--- config.mk ---
export PLATFORM = sky130hd
export DESIGN_NAME = i2c_master_flat
export DESIGN_NICKNAME = d
export VERILOG_FILES = /design/src/rtl/i2c_master_if.sv /design/src/rtl/i2c_master.sv /design/src/flat_wrapper.sv
export SDC_FILE = /design/constraint.sdc
export NUM_CORES = 1
export LEC_CHECK = 0
export CAP_MARGIN = 20
export CORE_MARGIN = 1.5
export CORE_UTILIZATION = 52
export DETAILED_ROUTE_END_ITERATION = 8
export GPL_ROUTABILITY_DRIVEN = 0
export PLACE_DENSITY_LB_ADDON = 0.25
export SLEW_MARGIN = 25
export SYNTH_ARGS = -nofsm -noshare
export SYNTH_HDL_FRONTEND = slang
export SYNTH_SLANG_ARGS = --single-unit
--- constraint.sdc ---
create_clock -name clk -period 4.65 [get_ports clk]
set_clock_uncertainty 0.15 [all_clocks]
set_input_delay 0.6975 -clock clk [delete_from_list [all_inputs] [get_ports clk]]
set_output_delay 0.6975 -clock clk [all_outputs]
set_load 0.05 [all_outputs]
--- src/rtl/i2c_master_if.sv ---
// i2c_master_if: host command/response port plus the open-drain SCL/SDA pair.
//
// Handshake: a command transfers on a rising clk edge where cmd_valid and
// cmd_ready are both high; the host holds cmd, cmd_data and cmd_nack stable
// while cmd_valid is high. There is no response back-pressure: rsp_valid is a
// single-cycle pulse and rsp_data/rsp_ack are meaningful in that cycle.
// fsm_state mirrors the controller state for debug and checkers.
interface i2c_master_if;
    logic       cmd_valid;
    logic       cmd_ready;
    logic [1:0] cmd;
    logic [7:0] cmd_data;
    logic       cmd_nack;
    logic       rsp_valid;
    logic [7:0] rsp_data;
    logic       rsp_ack;
    logic       busy;
    logic       scl_i;
    logic       sda_i;
    logic       scl_oe;
    logic       sda_oe;
    logic [2:0] fsm_state;

    modport master (
        input  cmd_valid, cmd, cmd_data, cmd_nack, scl_i, sda_i,
        output cmd_ready, rsp_valid, rsp_data, rsp_ack, busy, scl_oe, sda_oe, fsm_state
    );

    modport slave (
        output cmd_valid, cmd, cmd_data, cmd_nack, scl_i, sda_i,
        input  cmd_ready, rsp_valid, rsp_data, rsp_ack, busy, scl_oe, sda_oe, fsm_state
    );
endinterface

--- src/rtl/i2c_master.sv ---
// i2c_master: byte-level I2C master. Executes START, STOP, WRITE and READ
// commands, one response per command, driving SCL/SDA via open-drain enables.
// Each bus step is one quarter of an SCL period (QDIV clk cycles).
// Optional macro I2C_MASTER_STRETCH_EN: honour slave clock stretching by
// holding the quarter counter in q1 until SCL is seen high.
module i2c_master #(
    parameter int unsigned QDIV = 125
) (
    input  logic         clk,
    input  logic         rst,
    i2c_master_if.master bus
);
    typedef enum logic [2:0] {
        S_IDLE  = 3'd0,
        S_START = 3'd1,
        S_BIT   = 3'd2,
        S_STOP  = 3'd3,
        S_RESP  = 3'd4
    } state_t;

    localparam logic [1:0] CMD_START = 2'b00;
    localparam logic [1:0] CMD_STOP  = 2'b01;
    localparam logic [1:0] CMD_WRITE = 2'b10;
    localparam logic [1:0] CMD_READ  = 2'b11;

    state_t      state, next_state;
    logic [15:0] qcnt;
    logic [1:0]  phase;
    logic [3:0]  bit_idx;
    logic [1:0]  cmd_r;
    logic [7:0]  data_r;
    logic        nack_r;
    logic [7:0]  rx_sh;
    logic [7:0]  rsp_data_r;
    logic        rsp_ack_r;
    logic        scl_oe_r, sda_oe_r;
    logic        scl_nxt, sda_nxt;
    logic        scl_s1, scl_s, sda_s1, sda_s;
    logic        accept, active, hold, qdone, last_q, drive_bit;
    logic [1:0]  np;
    logic [3:0]  nb;

    assign accept = (state == S_IDLE) && bus.cmd_valid;
    assign active = (state == S_START) || (state == S_BIT) || (state == S_STOP);

`ifdef I2C_MASTER_STRETCH_EN
    // A slave holding SCL low freezes the first cycle of q1.
    assign hold = active && (phase == 2'd1) && (qcnt == 16'd0) && !scl_s;
`else
    logic unused_scl;
    assign unused_scl = scl_s;
    assign hold = 1'b0;
`endif

    assign qdone  = active && !hold && (qcnt == 16'(QDIV - 1));
    assign last_q = qdone && (phase == 2'd3);

    // Upcoming phase and bit index, used to pre-compute registered line levels.
    assign np = phase + 2'd1;
    assign nb = (phase == 2'd3) ? bit_idx + 4'd1 : bit_idx;

    // Two-flop synchronizers; lines idle high through the pull-ups.
    always_ff @(posedge clk or negedge rst) begin
        if (!rst) begin
            scl_s1 <= 1'b1;
            scl_s  <= 1'b1;
            sda_s1 <= 1'b1;
            sda_s  <= 1'b1;
        end else begin
            scl_s1 <= bus.scl_i;
            scl_s  <= scl_s1;
            sda_s1 <= bus.sda_i;
            sda_s  <= sda_s1;
        end
    end

    // State register.
    always_ff @(posedge clk or negedge rst) begin
        if (!rst) state <= S_IDLE;
        else      state <= next_state;
    end

    // Next-state logic.
    always_comb begin
        next_state = state;
        case (state)
            S_IDLE: begin
                if (bus.cmd_valid) begin
                    case (bus.cmd)
                        CMD_START: next_state = S_START;
                        CMD_STOP:  next_state = S_STOP;
                        default:   next_state = S_BIT;
                    endcase
                end
            end
            S_START, S_STOP: if (last_q) next_state = S_RESP;
            S_BIT:           if (last_q && bit_idx == 4'd8) next_state = S_RESP;
            S_RESP:          next_state = S_IDLE;
            default:         next_state = S_IDLE;
        endcase
    end

    // Output logic: line levels for the quarter about to begin, plus status.
    always_comb begin
        scl_nxt   = scl_oe_r;
        sda_nxt   = sda_oe_r;
        if (cmd_r == CMD_WRITE) drive_bit = (nb < 4'd8) ? !data_r[3'd7 - nb[2:0]] : 1'b0;
        else                    drive_bit = (nb == 4'd8) && !nack_r;
        if (accept) begin
            case (bus.cmd)
                CMD_START: sda_nxt = 1'b0;
                CMD_STOP:  begin scl_nxt = 1'b1; sda_nxt = 1'b1; end
                CMD_WRITE: begin scl_nxt = 1'b1; sda_nxt = !bus.cmd_data[7]; end
                default:   begin scl_nxt = 1'b1; sda_nxt = 1'b0; end
            endcase
        end else if (qdone && next_state != S_RESP) begin
            case (state)
                S_START: begin
                    case (np)
                        2'd1:    scl_nxt = 1'b0;
                        2'd2:    sda_nxt = 1'b1;
                        2'd3:    scl_nxt = 1'b1;
                        default: ;
                    endcase
                end
                S_BIT: begin
                    case (np)
                        2'd0:    begin scl_nxt = 1'b1; sda_nxt = drive_bit; end
                        2'd1:    scl_nxt = 1'b0;
                        2'd3:    scl_nxt = 1'b1;
                        default: ;
                    endcase
                end
                S_STOP: begin
                    case (np)
                        2'd1:    scl_nxt = 1'b0;
                        2'd2:    sda_nxt = 1'b0;
                        default: ;
                    endcase
                end
                default: ;
            endcase
        end
    end

    assign bus.cmd_ready = (state == S_IDLE);
    assign bus.busy      = (state != S_IDLE);
    assign bus.rsp_valid = (state == S_RESP);
    assign bus.rsp_data  = rsp_data_r;
    assign bus.rsp_ack   = rsp_ack_r;
    assign bus.scl_oe    = scl_oe_r;
    assign bus.sda_oe    = sda_oe_r;
    assign bus.fsm_state = state;

    // Registered open-drain enables: each change lands on a quarter's first cycle.
    always_ff @(posedge clk or negedge rst) begin
        if (!rst) begin
            scl_oe_r <= 1'b0;
            sda_oe_r <= 1'b0;
        end else begin
            scl_oe_r <= scl_nxt;
            sda_oe_r <= sda_nxt;
        end
    end

    // Command capture, quarter/bit timing and receive datapath.
    always_ff @(posedge clk or negedge rst) begin
        if (!rst) begin
            cmd_r      <= 2'b00;
            data_r     <= 8'h00;
            nack_r     <= 1'b0;
            qcnt       <= 16'd0;
            phase      <= 2'd0;
            bit_idx    <= 4'd0;
            rx_sh      <= 8'h00;
            rsp_data_r <= 8'h00;
            rsp_ack_r  <= 1'b0;
        end else begin
            if (accept) begin
                cmd_r     <= bus.cmd;
                data_r    <= bus.cmd_data;
                nack_r    <= bus.cmd_nack;
                qcnt      <= 16'd0;
                phase     <= 2'd0;
                bit_idx   <= 4'd0;
                rsp_ack_r <= 1'b0;
            end else if (active && !hold) begin
                if (qdone) begin
                    qcnt  <= 16'd0;
                    phase <= phase + 2'd1;
                    if (phase == 2'd3) bit_idx <= bit_idx + 4'd1;
                end else begin
                    qcnt <= qcnt + 16'd1;
                end
            end
            // SDA is sampled on the last cycle of q2, while SCL is high.
            if (state == S_BIT && qdone && phase == 2'd2) begin
                if (bit_idx < 4'd8)          rx_sh     <= {rx_sh[6:0], sda_s};
                else if (cmd_r == CMD_WRITE) rsp_ack_r <= !sda_s;
            end
            if (state == S_BIT && last_q && bit_idx == 4'd8 && cmd_r == CMD_READ)
                rsp_data_r <= rx_sh;
        end
    end
endmodule

--- src/flat_wrapper.sv ---
// flat-port wrapper written by rule: the top's interface ports become plain ports
module i2c_master_flat 
#(
    parameter int unsigned QDIV = 125
)
  (clk, rst, bus_cmd_valid, bus_cmd, bus_cmd_data, bus_cmd_nack, bus_scl_i, bus_sda_i, bus_cmd_ready, bus_rsp_valid, bus_rsp_data, bus_rsp_ack, bus_busy, bus_scl_oe, bus_sda_oe, bus_fsm_state);
  i2c_master_if bus_i ();
  input  logic clk;
  input  logic rst;
  input wire logic [$bits(bus_i.cmd_valid)-1:0] bus_cmd_valid;
  input wire logic [$bits(bus_i.cmd)-1:0] bus_cmd;
  input wire logic [$bits(bus_i.cmd_data)-1:0] bus_cmd_data;
  input wire logic [$bits(bus_i.cmd_nack)-1:0] bus_cmd_nack;
  input wire logic [$bits(bus_i.scl_i)-1:0] bus_scl_i;
  input wire logic [$bits(bus_i.sda_i)-1:0] bus_sda_i;
  output wire logic [$bits(bus_i.cmd_ready)-1:0] bus_cmd_ready;
  output wire logic [$bits(bus_i.rsp_valid)-1:0] bus_rsp_valid;
  output wire logic [$bits(bus_i.rsp_data)-1:0] bus_rsp_data;
  output wire logic [$bits(bus_i.rsp_ack)-1:0] bus_rsp_ack;
  output wire logic [$bits(bus_i.busy)-1:0] bus_busy;
  output wire logic [$bits(bus_i.scl_oe)-1:0] bus_scl_oe;
  output wire logic [$bits(bus_i.sda_oe)-1:0] bus_sda_oe;
  output wire logic [$bits(bus_i.fsm_state)-1:0] bus_fsm_state;
  assign bus_i.cmd_valid = bus_cmd_valid;
  assign bus_i.cmd = bus_cmd;
  assign bus_i.cmd_data = bus_cmd_data;
  assign bus_i.cmd_nack = bus_cmd_nack;
  assign bus_i.scl_i = bus_scl_i;
  assign bus_i.sda_i = bus_sda_i;
  assign bus_cmd_ready = bus_i.cmd_ready;
  assign bus_rsp_valid = bus_i.rsp_valid;
  assign bus_rsp_data = bus_i.rsp_data;
  assign bus_rsp_ack = bus_i.rsp_ack;
  assign bus_busy = bus_i.busy;
  assign bus_scl_oe = bus_i.scl_oe;
  assign bus_sda_oe = bus_i.sda_oe;
  assign bus_fsm_state = bus_i.fsm_state;
  i2c_master #(.QDIV(QDIV)) u_core (.clk(clk), .rst(rst), .bus(bus_i));
endmodule
## After elaboration in Yosys (flattened, before gate mapping)

Cells that the tools add are included.

- Register bits: 57
- Logic and storage cells: 113
- Bits of input ports: 16

- Magnitude comparators: 3
- Add/subtract/negate cells: 4
- Mux-type cells: 37
- Eq/ne operators: 24
- Reduce and logical (&&, ||, !) cells: 31

Operators with widths:

| cell | count |
|---|---|
| $mux W16 | 3 |
| $add A16 B1 Y16 const B | 1 |
| $eq A16 B7 Y1 const B | 1 |
| $mux W1 | 16 |
| $mux W4 | 4 |
| $eq A2 B2 Y1 const B | 7 |
| $ne A3 B2 Y1 const B | 4 |
| $logic_and A1 B1 Y1 | 11 |
| $mux W3 | 3 |
| $pmux W3 S3 | 1 |
| $eq A4 B4 Y1 const B | 2 |
| $lt A4 B4 Y1 const B | 2 |
| $ne A4 B3 Y1 const B | 2 |
| $eq A3 B2 Y1 const B | 2 |
| $mux W2 | 3 |
| $pmux W1 S2 | 3 |
| $pmux W1 S3 | 2 |
| $reduce_and A6 Y1 | 1 |
| $reduce_bool A2 Y1 | 3 |
| $reduce_and A5 Y1 | 1 |
| $add A4 B1 Y4 const B | 1 |
| $eq A2 B1 Y1 const B | 2 |
| $logic_not A1 Y1 | 4 |
| $logic_not A2 Y1 | 2 |
| other kinds (15) | 18 |

## Depth between registers and ports, before layout

- Depth in word-level cells: 12
- Mapped depth: 8
- Mapped depth without buffers: 7

## Worst setup path after synthesis

OpenSTA, ideal clock, no wires.

- Kind: register to output
- Start point: register u_core.state[2], in the netlist u_core.bus.fsm_state[2]
- End point: output bus_busy
- Slack: 1.206 ns
- Arrival: 2.596 ns
- Stages on the path, launching flop included: 4
- Path buffers: 1
- Cells stage by stage: dfrtp_1 clkbuf_1 nor3_1 inv_1

- Longest elaborated chain between the ends: 1

RTL lines:

| item | RTL line | RTL |
|---|---|---|
| from (decl) | i2c_master.sv:26 | `state_t state, next_state;` |
| from (signal assigned) | i2c_master.sv:80 | `else state <= next_state;` |
| $reduce_bool A3 Y1 | i2c_master.sv:147 | `assign bus.busy = (state != S_IDLE);` |
| to (decl) | flat_wrapper.sv:20 | `output wire logic [$bits(bus_i.busy)-1:0] bus_busy;` |

No other way between the ends.

## Final worst setup path

- Start point: register u_core.state[1], in the netlist u_core.bus.fsm_state[1]
- End point: output bus_cmd_ready

- Longest elaborated chain between the ends: 1

RTL lines:

| item | RTL line | RTL |
|---|---|---|
| $logic_not A3 Y1 | i2c_master.sv:146 | `assign bus.cmd_ready = (state == S_IDLE);` |
| to (decl) | flat_wrapper.sv:16 | `output wire logic [$bits(bus_i.cmd_ready)-1:0] bus_cmd_ready;` |

No other way between the ends.

==> summary.txt <==
run status: finished, final reports clean
CP Capture Type: output port
area added between synthesis and finish: 17.6%
Post-synth top cells: sky130_fd_sc_hd__dfrtp_1 (55), sky130_fd_sc_hd__nand2_1 (42), sky130_fd_sc_hd__nor2_1 (26)
static leakage power: 1.67 nW
post-route minimum period: 3.05 ns
final hold violation count: 0
Setup violations, final: 0
Critical Path Fanout Max: 14
wire length of the first global-routing pass: 10700 um
CORE AREA: 5570 um^2
library cell with the highest instance count after synthesis: sky130_fd_sc_hd__dfrtp_1
Post-layout nets: 365
I/O Buffers: 31
number of rows created at floorplan: 27
number of vias in the routed layout: 2327
DR vias/cell: 5.63
pin count of the biggest net entering global routing: 58
H-Tree Depth: 3
register area share after synthesis: 46.9%
synthesized area per cell: 10.1 um^2
DIE HEIGHT: 79.5 um
Starting DRT DRC Count: 104
HP Class: reg2reg
Fin Setup TNS: 0 ns
number of design rule violations left after detail routing: 0
global routing usage summed across all routing layers: 22.0%
number of buffers inserted to repair setup after CTS: 0
fraction of final layout cells with drive strength greater than 1: 14.7%
Max Transition Viols Final: 0
number of clock sinks seen by CTS: 57
actual slew at the worst max-slew pin: 0.838 ns
CTS tree: yes
critical path required time: 3.80 ns
Total Wirelength: 6130 um
top cell type by total area after synthesis: sky130_fd_sc_hd__dfrtp_1
Die X-Extent: 79.5 um
area fraction of the dominant cell type after synthesis: 45.2%
Yosys warning total: 0
number of detailed-route iterations in the first pass: 4
count of boundary I/O pins: 33
f_max: 0.328 GHz
Post-Synthesis Cells: 303
hold buffer count at cts: 0
Async S/R FF share, synth: 100%
maximum buffer depth of the clock tree: 2
number of synthesized flops with an enable pin: 0
vias in the first global route: 2339
antenna-violating nets left: 0
synthesis-stage register bit count: 57
maximum resistive drop on vdd: 0.210 mV
Post-Syn Nets: 332
RSZ-0062 raised after global routing: no
final HPWL from detailed placement: 4140 um
Most used DFF post-synth: sky130_fd_sc_hd__dfrtp_1
Tcrit/Tclk final: 65.7%
TritonCTS buffer count: 9
arrival time of the worst setup path: 2.21 ns
antenna diode instance count: 0
unique cell type count in the Yosys netlist: 54
overall die area: 6330 um^2
sum of internal, switching and leakage power: 0.930 mW
crit path launch type: flop
maxcap violations: 0
initial antenna violation count: 0
average detailed-routed wire length per instance: 14.8 um
Clock Root Buffer: sky130_fd_sc_hd__clkbuf_8
clock-pin slew on the worst setup and hold paths: 0.07 ns
Initial Util: 54.7%
Post-CTS Resized: 0
Crit Path Category: reg2out
power density cells: 260 nW/um^2
normalized max-slew margin: 43.6%
cell area after synthesis: 3050 um^2
dominant cells by area after synthesis: sky130_fd_sc_hd__dfrtp_1 (45%), sky130_fd_sc_hd__mux2_2 (7.0%), sky130_fd_sc_hd__ha_1 (5.3%)
total overflow reported by the global router: 0
clock latency reported for the late side of the worst-skew pair: 0.34 ns
==> cell families after synthesis <==
logic type / count (synthesis) / share of synthesized area [%]
AND/OR/NAND/NOR: 123 / 20.8
flip-flops: 57 / 46.9
AO/OA/AOI/OAI: 40 / 9.12
buffers and inverters: 26 / 3.20
multiplexers: 29 / 10.3
XOR/XNOR: 15 / 4.31
adder cells (fa/ha/maj): 13 / 5.34
==> layout make-up <==
| cell class | count | area, um^2 |
|---|---|---|
| repair buffers | 32 | 313 |
| multi-input cells | 220 | 1520 |
| well taps | 72 | 90.1 |
| clock buffers | 9 | 124 |
| inverters | 16 | 60.1 |
| fillers | 466 | 1990 |
| flip-flops and latches | 57 | 1430 |
| clock inverters | 7 | 47.5 |
==> sequential cells by signal (all words and copies together), names as in the netlist <==
signal / cells
u_core.bit_idx: 4
u_core.bus.fsm_state: 3
u_core.bus.rsp_ack: 1
u_core.bus.rsp_data: 8
u_core.bus.scl_oe: 1
u_core.bus.sda_oe: 1
u_core.cmd_r: 2
u_core.data_r: 8
u_core.nack_r: 1
u_core.phase: 2
u_core.qcnt: 16
u_core.rx_sh: 8
u_core.sda_s: 1
u_core.sda_s1: 1
==> through the flow <==
stage | hold slack, ns | worst slack, ns | cells | utilization (%) | instance area (um^2)
CTS | 0.208 | 1.62 | 413 | 64.3 | 3580
global placement | 0.197 | 1.85 | 397 | 61.2 | 3410
global route | 0.210 | 1.53 | 413 | 64.3 | 3580
detailed placement | 0.198 | 1.81 | 397 | 61.2 | 3410
floorplan | 0.195 | 1.21 | 303 | - | 3050
finish | 0.208 | 1.60 | 413 | 64.3 | 3580
==> worst max-delay path, cell delays in order (launching register included) <==
cell and delay [ns]:
sky130_fd_sc_hd__dfrtp_1 0.53, sky130_fd_sc_hd__nor3_1 0.44, sky130_fd_sc_hd__clkdlybuf4s50_1 0.89
==> layer usage <==
| layer | routed length [um] | share of wire [%] | global-route usage, % | vias up |
|---|---|---|---|---|
| li1 | - | - | - | 1133 |
| met4 | 144 | 2.3 | 11.9 | 0 |
| met5 | 0 | 0 | 0 | - |
| met1 | 2870 | 47 | 28.5 | 1124 |
| met3 | 217 | 3.5 | 3.89 | 13 |
| met2 | 2900 | 47 | 35.0 | 57 |
==> layout by cell type (no fill, tap or decap), types with 3 or more instances in the layout <==
| master | netlist | routed |
|---|---|---|
| sky130_fd_sc_hd__nor2b_1 | 4 | 4 |
| sky130_fd_sc_hd__nand4_1 | 15 | 15 |
| sky130_fd_sc_hd__xnor2_1 | 5 | 5 |
| sky130_fd_sc_hd__nor3_1 | 5 | 5 |
| sky130_fd_sc_hd__and2_1 | 3 | 3 |
| sky130_fd_sc_hd__a21oi_1 | 8 | 8 |
| sky130_fd_sc_hd__o21ai_0 | 9 | 9 |
| sky130_fd_sc_hd__mux2_2 | 19 | 19 |
| sky130_fd_sc_hd__or2_2 | 3 | 3 |
| sky130_fd_sc_hd__ha_1 | 13 | 13 |
| sky130_fd_sc_hd__dfrtp_1 | 55 | 55 |
| sky130_fd_sc_hd__a2bb2oi_1 | 3 | 3 |
| sky130_fd_sc_hd__inv_1 | 16 | 16 |
| sky130_fd_sc_hd__nand2_1 | 42 | 42 |
| sky130_fd_sc_hd__nand3_1 | 4 | 4 |
| sky130_fd_sc_hd__clkinv_2 | 0 | 3 |
| sky130_fd_sc_hd__mux2i_1 | 10 | 10 |
| sky130_fd_sc_hd__nand2b_1 | 3 | 3 |
| sky130_fd_sc_hd__xor2_1 | 10 | 10 |
| sky130_fd_sc_hd__clkbuf_8 | 0 | 9 |
| sky130_fd_sc_hd__nor4_1 | 3 | 3 |
| sky130_fd_sc_hd__nor2_1 | 26 | 26 |
| sky130_fd_sc_hd__clkdlybuf4s50_1 | 0 | 30 |
==> worst paths after layout <==
kind / endpoint / start / slack [ns] / cells after the start
min in group asynchronous: u_core.qcnt[11] / rst / 0.34 / 2
max: bus_cmd_ready / u_core.bus.fsm_state[1] / 1.60 / 2
max in group asynchronous: u_core.bus.scl_oe / rst / 3.55 / 2
min reg2reg: u_core.sda_s / u_core.sda_s1 / 0.21 / 0
min: u_core.sda_s / u_core.sda_s1 / 0.21 / 0
max reg2reg: u_core.bus.rsp_data[7] / u_core.qcnt[7] / 1.77 / 5
==> where the power goes <==
group,switching [mW],internal (mW),total [mW]
Clock,0.216,0.191,0.407
Sequential,0.000356,0.497,0.498
Combinational,0.0135,0.0119,0.0254
Note: power is estimated with default switching activity, not from simulation.
